### config.mk
export PLATFORM = sky130hd
export DESIGN_NAME = dmem_port_arbiter
export DESIGN_NICKNAME = d
export VERILOG_FILES = /design/src/rtl/dmem_port_arbiter.sv
export SDC_FILE = /design/constraint.sdc
export NUM_CORES = 1
export LEC_CHECK = 0
export CORE_ASPECT_RATIO = 2
export CORE_MARGIN = 8
export CORE_UTILIZATION = 42
export DETAILED_ROUTE_END_ITERATION = 10
export PLACE_DENSITY = 0.86
export SLEW_MARGIN = 0
export SYNTH_ARGS = -nofsm -noshare
export SYNTH_HDL_FRONTEND = slang
export SYNTH_SLANG_ARGS = --single-unit
### constraint.sdc
create_clock -name clk_i -period 3.32 [get_ports clk_i]
set_input_delay 0.498 -clock clk_i [delete_from_list [all_inputs] [get_ports clk_i]]
set_output_delay 0.498 -clock clk_i [all_outputs]
set_load 0.02 [all_outputs]
### src/rtl/dmem_port_arbiter.sv
`timescale 1ns/1ps
// dmem_port_arbiter
//   Shares the single-ported data memory between the pipeline MEM stage (CPU)
//   and the external debug/loader port (DBG). One access is in flight at a
//   time. Each access walks IDLE -> ISSUE -> WAIT -> DONE -> IDLE against a
//   fixed-latency memory. The pipeline stays stalled while its access is pending.
//
//   Build option:
//     DMEM_ARB_DBG_PRIO_EN  defined     : DBG wins every tie (fixed priority).
//                           not defined : ties alternate round-robin using last_gnt.
//
//   Owner encoding: DBG = 0, CPU = 1. Because of this, the all-zero reset
//   state leaves last_gnt pointing at DBG, so the first tie goes to the CPU.
module dmem_port_arbiter #(
  parameter int AW      = 32,
  parameter int DW      = 32,
  parameter int MEM_LAT = 2
) (
  input  logic          clk_i,
  input  logic          rst_i,
  // CPU (MEM stage) port
  input  logic          cpu_req_i,
  input  logic          cpu_we_i,
  input  logic [AW-1:0] cpu_addr_i,
  input  logic [DW-1:0] cpu_wdata_i,
  output logic [DW-1:0] cpu_rdata_o,
  output logic          cpu_stall_o,
  // debug / loader port
  input  logic          dbg_req_i,
  input  logic          dbg_we_i,
  input  logic [AW-1:0] dbg_addr_i,
  input  logic [DW-1:0] dbg_wdata_i,
  output logic          dbg_gnt_o,
  output logic          dbg_done_o,
  output logic [DW-1:0] dbg_rdata_o,
  // memory side
  output logic          mem_en_o,
  output logic          mem_we_o,
  output logic [AW-1:0] mem_addr_o,
  output logic [DW-1:0] mem_wdata_o,
  input  logic [DW-1:0] mem_rdata_i,
  // status
  output logic          busy_o
);

  typedef enum logic [1:0] {
    ST_IDLE  = 2'd0,
    ST_ISSUE = 2'd1,
    ST_WAIT  = 2'd2,
    ST_DONE  = 2'd3
  } state_e;

  localparam logic       OWN_DBG = 1'b0;
  localparam logic       OWN_CPU = 1'b1;
  // WAIT counter preload: DONE lands exactly MEM_LAT cycles after ISSUE.
  localparam logic [3:0] LAT_M1  = 4'(MEM_LAT - 1);

  state_e        state_q, state_d;
  logic          owner_q, owner_d;
  logic          last_gnt_q, last_gnt_d;
  logic [3:0]    cnt_q, cnt_d;
  logic          mem_en_q, mem_en_d;
  logic          mem_we_q, mem_we_d;
  logic [AW-1:0] mem_addr_q, mem_addr_d;
  logic [DW-1:0] mem_wdata_q, mem_wdata_d;
  logic [DW-1:0] rdata_q, rdata_d;

  logic          arb_cpu_win_s;
  logic          done_cpu_s;
  logic          done_dbg_s;

  // Arbitration: pick the port that would win if a grant happened this cycle.
  always_comb begin
    arb_cpu_win_s = 1'b0;
    if (cpu_req_i && dbg_req_i) begin
`ifdef DMEM_ARB_DBG_PRIO_EN
      // The halted-CPU loader path always wins ties; last_gnt is still tracked.
      arb_cpu_win_s = 1'b0;
`else
      // Round-robin: the port that did not win last time gets this grant.
      arb_cpu_win_s = (last_gnt_q == OWN_DBG);
`endif
    end else if (cpu_req_i) begin
      arb_cpu_win_s = 1'b1;
    end else begin
      arb_cpu_win_s = 1'b0;
    end
  end

  // Next-state logic for the access sequencer and its registered memory outputs.
  always_comb begin
    state_d     = state_q;
    owner_d     = owner_q;
    last_gnt_d  = last_gnt_q;
    cnt_d       = cnt_q;
    mem_en_d    = 1'b0;
    mem_we_d    = mem_we_q;
    mem_addr_d  = mem_addr_q;
    mem_wdata_d = mem_wdata_q;
    rdata_d     = rdata_q;

    case (state_q)
      ST_IDLE: begin
        if (cpu_req_i || dbg_req_i) begin
          // Latch the winner's fields now so the memory sees stable registers.
          state_d  = ST_ISSUE;
          mem_en_d = 1'b1;
          if (arb_cpu_win_s) begin
            owner_d     = OWN_CPU;
            last_gnt_d  = OWN_CPU;
            mem_we_d    = cpu_we_i;
            mem_addr_d  = cpu_addr_i;
            mem_wdata_d = cpu_wdata_i;
          end else begin
            owner_d     = OWN_DBG;
            last_gnt_d  = OWN_DBG;
            mem_we_d    = dbg_we_i;
            mem_addr_d  = dbg_addr_i;
            mem_wdata_d = dbg_wdata_i;
          end
        end else begin
          state_d = ST_IDLE;
        end
      end

      ST_ISSUE: begin
        // The strobe is up for this cycle only; start counting the latency.
        cnt_d = LAT_M1;
        if (MEM_LAT == 1) begin
          state_d = ST_DONE;
        end else begin
          state_d = ST_WAIT;
        end
      end

      ST_WAIT: begin
        cnt_d = cnt_q - 4'd1;
        if (cnt_q <= 4'd1) begin
          state_d = ST_DONE;
        end else begin
          state_d = ST_WAIT;
        end
      end

      ST_DONE: begin
        // Read data is valid this cycle. Always go back to IDLE so a held
        // request is re-arbitrated rather than silently served twice.
        rdata_d = mem_rdata_i;
        state_d = ST_IDLE;
      end

      default: begin
        state_d = ST_IDLE;
      end
    endcase
  end

  // State and output registers; a synchronous reset abandons any access in flight.
  always_ff @(posedge clk_i) begin
    if (rst_i) begin
      state_q     <= ST_IDLE;
      owner_q     <= OWN_DBG;
      last_gnt_q  <= OWN_DBG;
      cnt_q       <= 4'd0;
      mem_en_q    <= 1'b0;
      mem_we_q    <= 1'b0;
      mem_addr_q  <= '0;
      mem_wdata_q <= '0;
      rdata_q     <= '0;
    end else begin
      state_q     <= state_d;
      owner_q     <= owner_d;
      last_gnt_q  <= last_gnt_d;
      cnt_q       <= cnt_d;
      mem_en_q    <= mem_en_d;
      mem_we_q    <= mem_we_d;
      mem_addr_q  <= mem_addr_d;
      mem_wdata_q <= mem_wdata_d;
      rdata_q     <= rdata_d;
    end
  end

  // Completion decode and port-facing outputs. These are combinational
  // because the grant, the stall release and the read data must appear in the
  // same cycle as the event they report.
  always_comb begin
    done_cpu_s  = (state_q == ST_DONE) && (owner_q == OWN_CPU);
    done_dbg_s  = (state_q == ST_DONE) && (owner_q == OWN_DBG);
    cpu_rdata_o = done_cpu_s ? mem_rdata_i : rdata_q;
    dbg_rdata_o = done_dbg_s ? mem_rdata_i : rdata_q;
    // A reset in the DONE cycle abandons the access, so it must not release
    // the CPU or report DBG completion.
    cpu_stall_o = cpu_req_i && !(done_cpu_s && !rst_i);
    dbg_done_o  = done_dbg_s && !rst_i;
    dbg_gnt_o   = (state_q == ST_IDLE) && dbg_req_i && !arb_cpu_win_s && !rst_i;
    busy_o      = (state_q != ST_IDLE);
  end

  assign mem_en_o    = mem_en_q;
  assign mem_we_o    = mem_we_q;
  assign mem_addr_o  = mem_addr_q;
  assign mem_wdata_o = mem_wdata_q;

endmodule

==> out/results.ini <==
[setup_path]
critical_path.cell_chain=ha_2 -> nor2b_4 -> buf_4 -> mux2_1 -> clkdlybuf4s50_1
path_max_fanout=33
endpoint_kind=output pin
crit_arrival_ns=2.37
crit_buf_inv=2
slowest_delay_ns=0.58
path_delay_family=buffers and inverters
cpMaxStageDelayCell=clkdlybuf4s50_1
critical_path_class=flip-flop to output pin
crit_path_start_kind=flip-flop
cp.required_ns=2.82

[flow_run]
max-cap-violations=0

[cts]
cts-root-buf=clkbuf_16
clock_latency_ns=0.34
cts_tree=built
clock-sinks=105
cts_hold_buffers=0
clk_pin_slew_ns=0.07
cts-buffers-inserted=9
cts_max_level=3
cts_resized=0
cts_max_path_buffers=2
post_cts_buffers=0

[sta]
slew_headroom_pct=32.9
rsz0062_at_grt=no
fin_crit_ns=2.87
fin_skew_ns=0.0121
tightest_slew_ns=1.01
setup_violations=0
worst_slack_ns=0.449
tns_ns=0
fmax_mhz=348
hold_violations=0
drv_slew=0
period_share_pct=86.5

[floorplan]
die_h_um=178
initial_core_util_pct=42.6
rows=59
die-area_sq_um=17300
core_area_sq_um=12900
fp.dieW_um=97.0
io_pins=300

[global_route]
grt_first_pass_wirelength_mm=29.6
grt_pass1_vias=5481
grt_overflow=0
track_usage_pct=21.4
antenna_found_initial=1
grt_max_degree=68

[finish]
final_cells=1013
drive_gt1_share_pct=13.7
fin_nets=1027
areaGrowthSynthToFinish_pct=59.9
fill_cells=1051

[drt]
drt-initial-drc-count=126
drt_first_pass_iters=4
drt-total-wl_mm=19.3
vias_per_cell=5.25
wl_per_cell_um=19.1
postRouteAntennaNets=0
num_vias=5320
drc=0

[yosys]
synth_cell_type_count=30
synth_edf_count=0
yosys_warnings=0
netlist_instances=588
syn_nets=759
ys.flop_type=dfxtp_1
async_flop_share_pct=0
ys_ff_latch=105
avgSynthCellArea_sq_um=9.37
syn_area_sq_um=5510
seq_area_frac_synth_pct=38.2

[hold_path]
holdCritPathClass=flip-flop to flip-flop

[pwr]
power.density_nw_per_um2=502
p_total_w=0.00442
ir_drop_mv=0.377
leakage_nw=3.33

[placement]
port_buffers=299
pre_cts_slack_ns=0.556
dpl.cell_count=997
globalplace.congestion=0.817
dp_hpwl_mm=14.5

[run_status]
status=completed

[kinds of logic after synthesis]
| family | after synthesis | synth area share, % |
|---|---|---|
| AND/OR/NAND/NOR | 180 | 12.9 |
| AO/OA/AOI/OAI | 145 | 23.0 |
| buffers and inverters | 57 | 5.93 |
| adder cells (fa/ha/maj) | 5 | 1.14 |
| flip-flops | 105 | 38.2 |
| multiplexers | 96 | 18.9 |
[report_power, final]
group	switching, W	internal, W
clock network	0.000504	0.000541
logic	0.000965	0.000859
registers	0.000104	0.00145
[routing by layer]
| layer | vias to the layer above | track usage, % | part of all wire [%] |
|---|---|---|---|
| li1 | 2583 | - | - |
| met1 | 2499 | 22.2 | 38 |
| met2 | 202 | 37.9 | 52 |
| met3 | 36 | 6.32 | 6.5 |
| met4 | 0 | 11.0 | 3.7 |
| met5 | - | 0 | 0 |
[synth_stat cells, types with 2 or more instances]
master	instances	area (sq um)
dfxtp_1	105	2100
nor2_1	100	375
nand2_1	69	259
mux2_1	58	653
a211oi_2	41	513
a21oi_2	40	350
mux2i_1	32	320
a21oi_1	30	150
a211oi_1	24	180
buf_2	24	120
clkbuf_1	12	45.0
buf_4	8	60.1
inv_1	6	22.5
mux2_2	6	67.6
ha_1	5	62.6
buf_8	4	60.1
o21ai_0	4	20.0
nor2b_1	3	18.8
buf_1	2	7.51
nand3b_1	2	15.0
nand4b_1	2	17.5
nor3_1	2	10.0
o21a_1	2	15.0
[cell type report]
type	instances	area (sq um)	share of cell area [%]
inverter	6	22.5	0.256
tap	152	190	2.16
antenna	1	2.50	0.0284
sequential	105	2100	23.9
timing repair buffer	308	3100	35.1
clock inverter	5	48.8	0.554
clock buffer	10	239	2.71
multi-input combinational	426	3110	35.3
[tightest hold or removal path: stages, from the launching register on]
cell      delay, ns
dfxtp_1        0.31
nor2_1         0.09
a211oi_1       0.05
[stage by stage]
stage | instance area, sq um | util [%] | hold WS, ns
after detailed placement | 8520 | 65.9 | 0.494
after global placement | 8520 | 65.9 | 0.479
after global routing | 8810 | 68.2 | 0.529
after floorplan | 5510 | - | 0.462
after CTS | 8800 | 68.2 | 0.504
final | 8810 | 68.2 | 0.499
[worst paths after layout]
kind,from,end,slack [ns],depth (start not counted)
hold reg to reg,mem_wdata_o[26],mem_wdata_o[26],0.50,2
setup reg to reg,last_gnt_q,mem_addr_o[0],1.35,4
hold / removal,mem_wdata_o[26],mem_wdata_o[26],0.50,2
setup / recovery,state_q[1],dbg_rdata_o[22],0.45,5
[state kept, by name (all words and copies together), names as in the netlist]
name,flops
mem_addr_o,32
last_gnt_q,1
mem_wdata_o,32
cnt_q,4
mem_we_o,1
mem_en_o,1
state_q,2
rdata_q,32
[layout by cell type (no fill, tap or decap), drive strengths merged, types with 3 or more instances in the layout]
master           n
nor2b            3
mux2            64
ha               5
clkbuf          10
mux2i           32
buf             10
clkinv           3
inv              8
clkdlybuf4s50  298
a21oi           70
o21ai            5
nor2           100
dfxtp          105
nand2           69
a211oi          65
No activity file was read; power rests on OpenSTA's default activity.
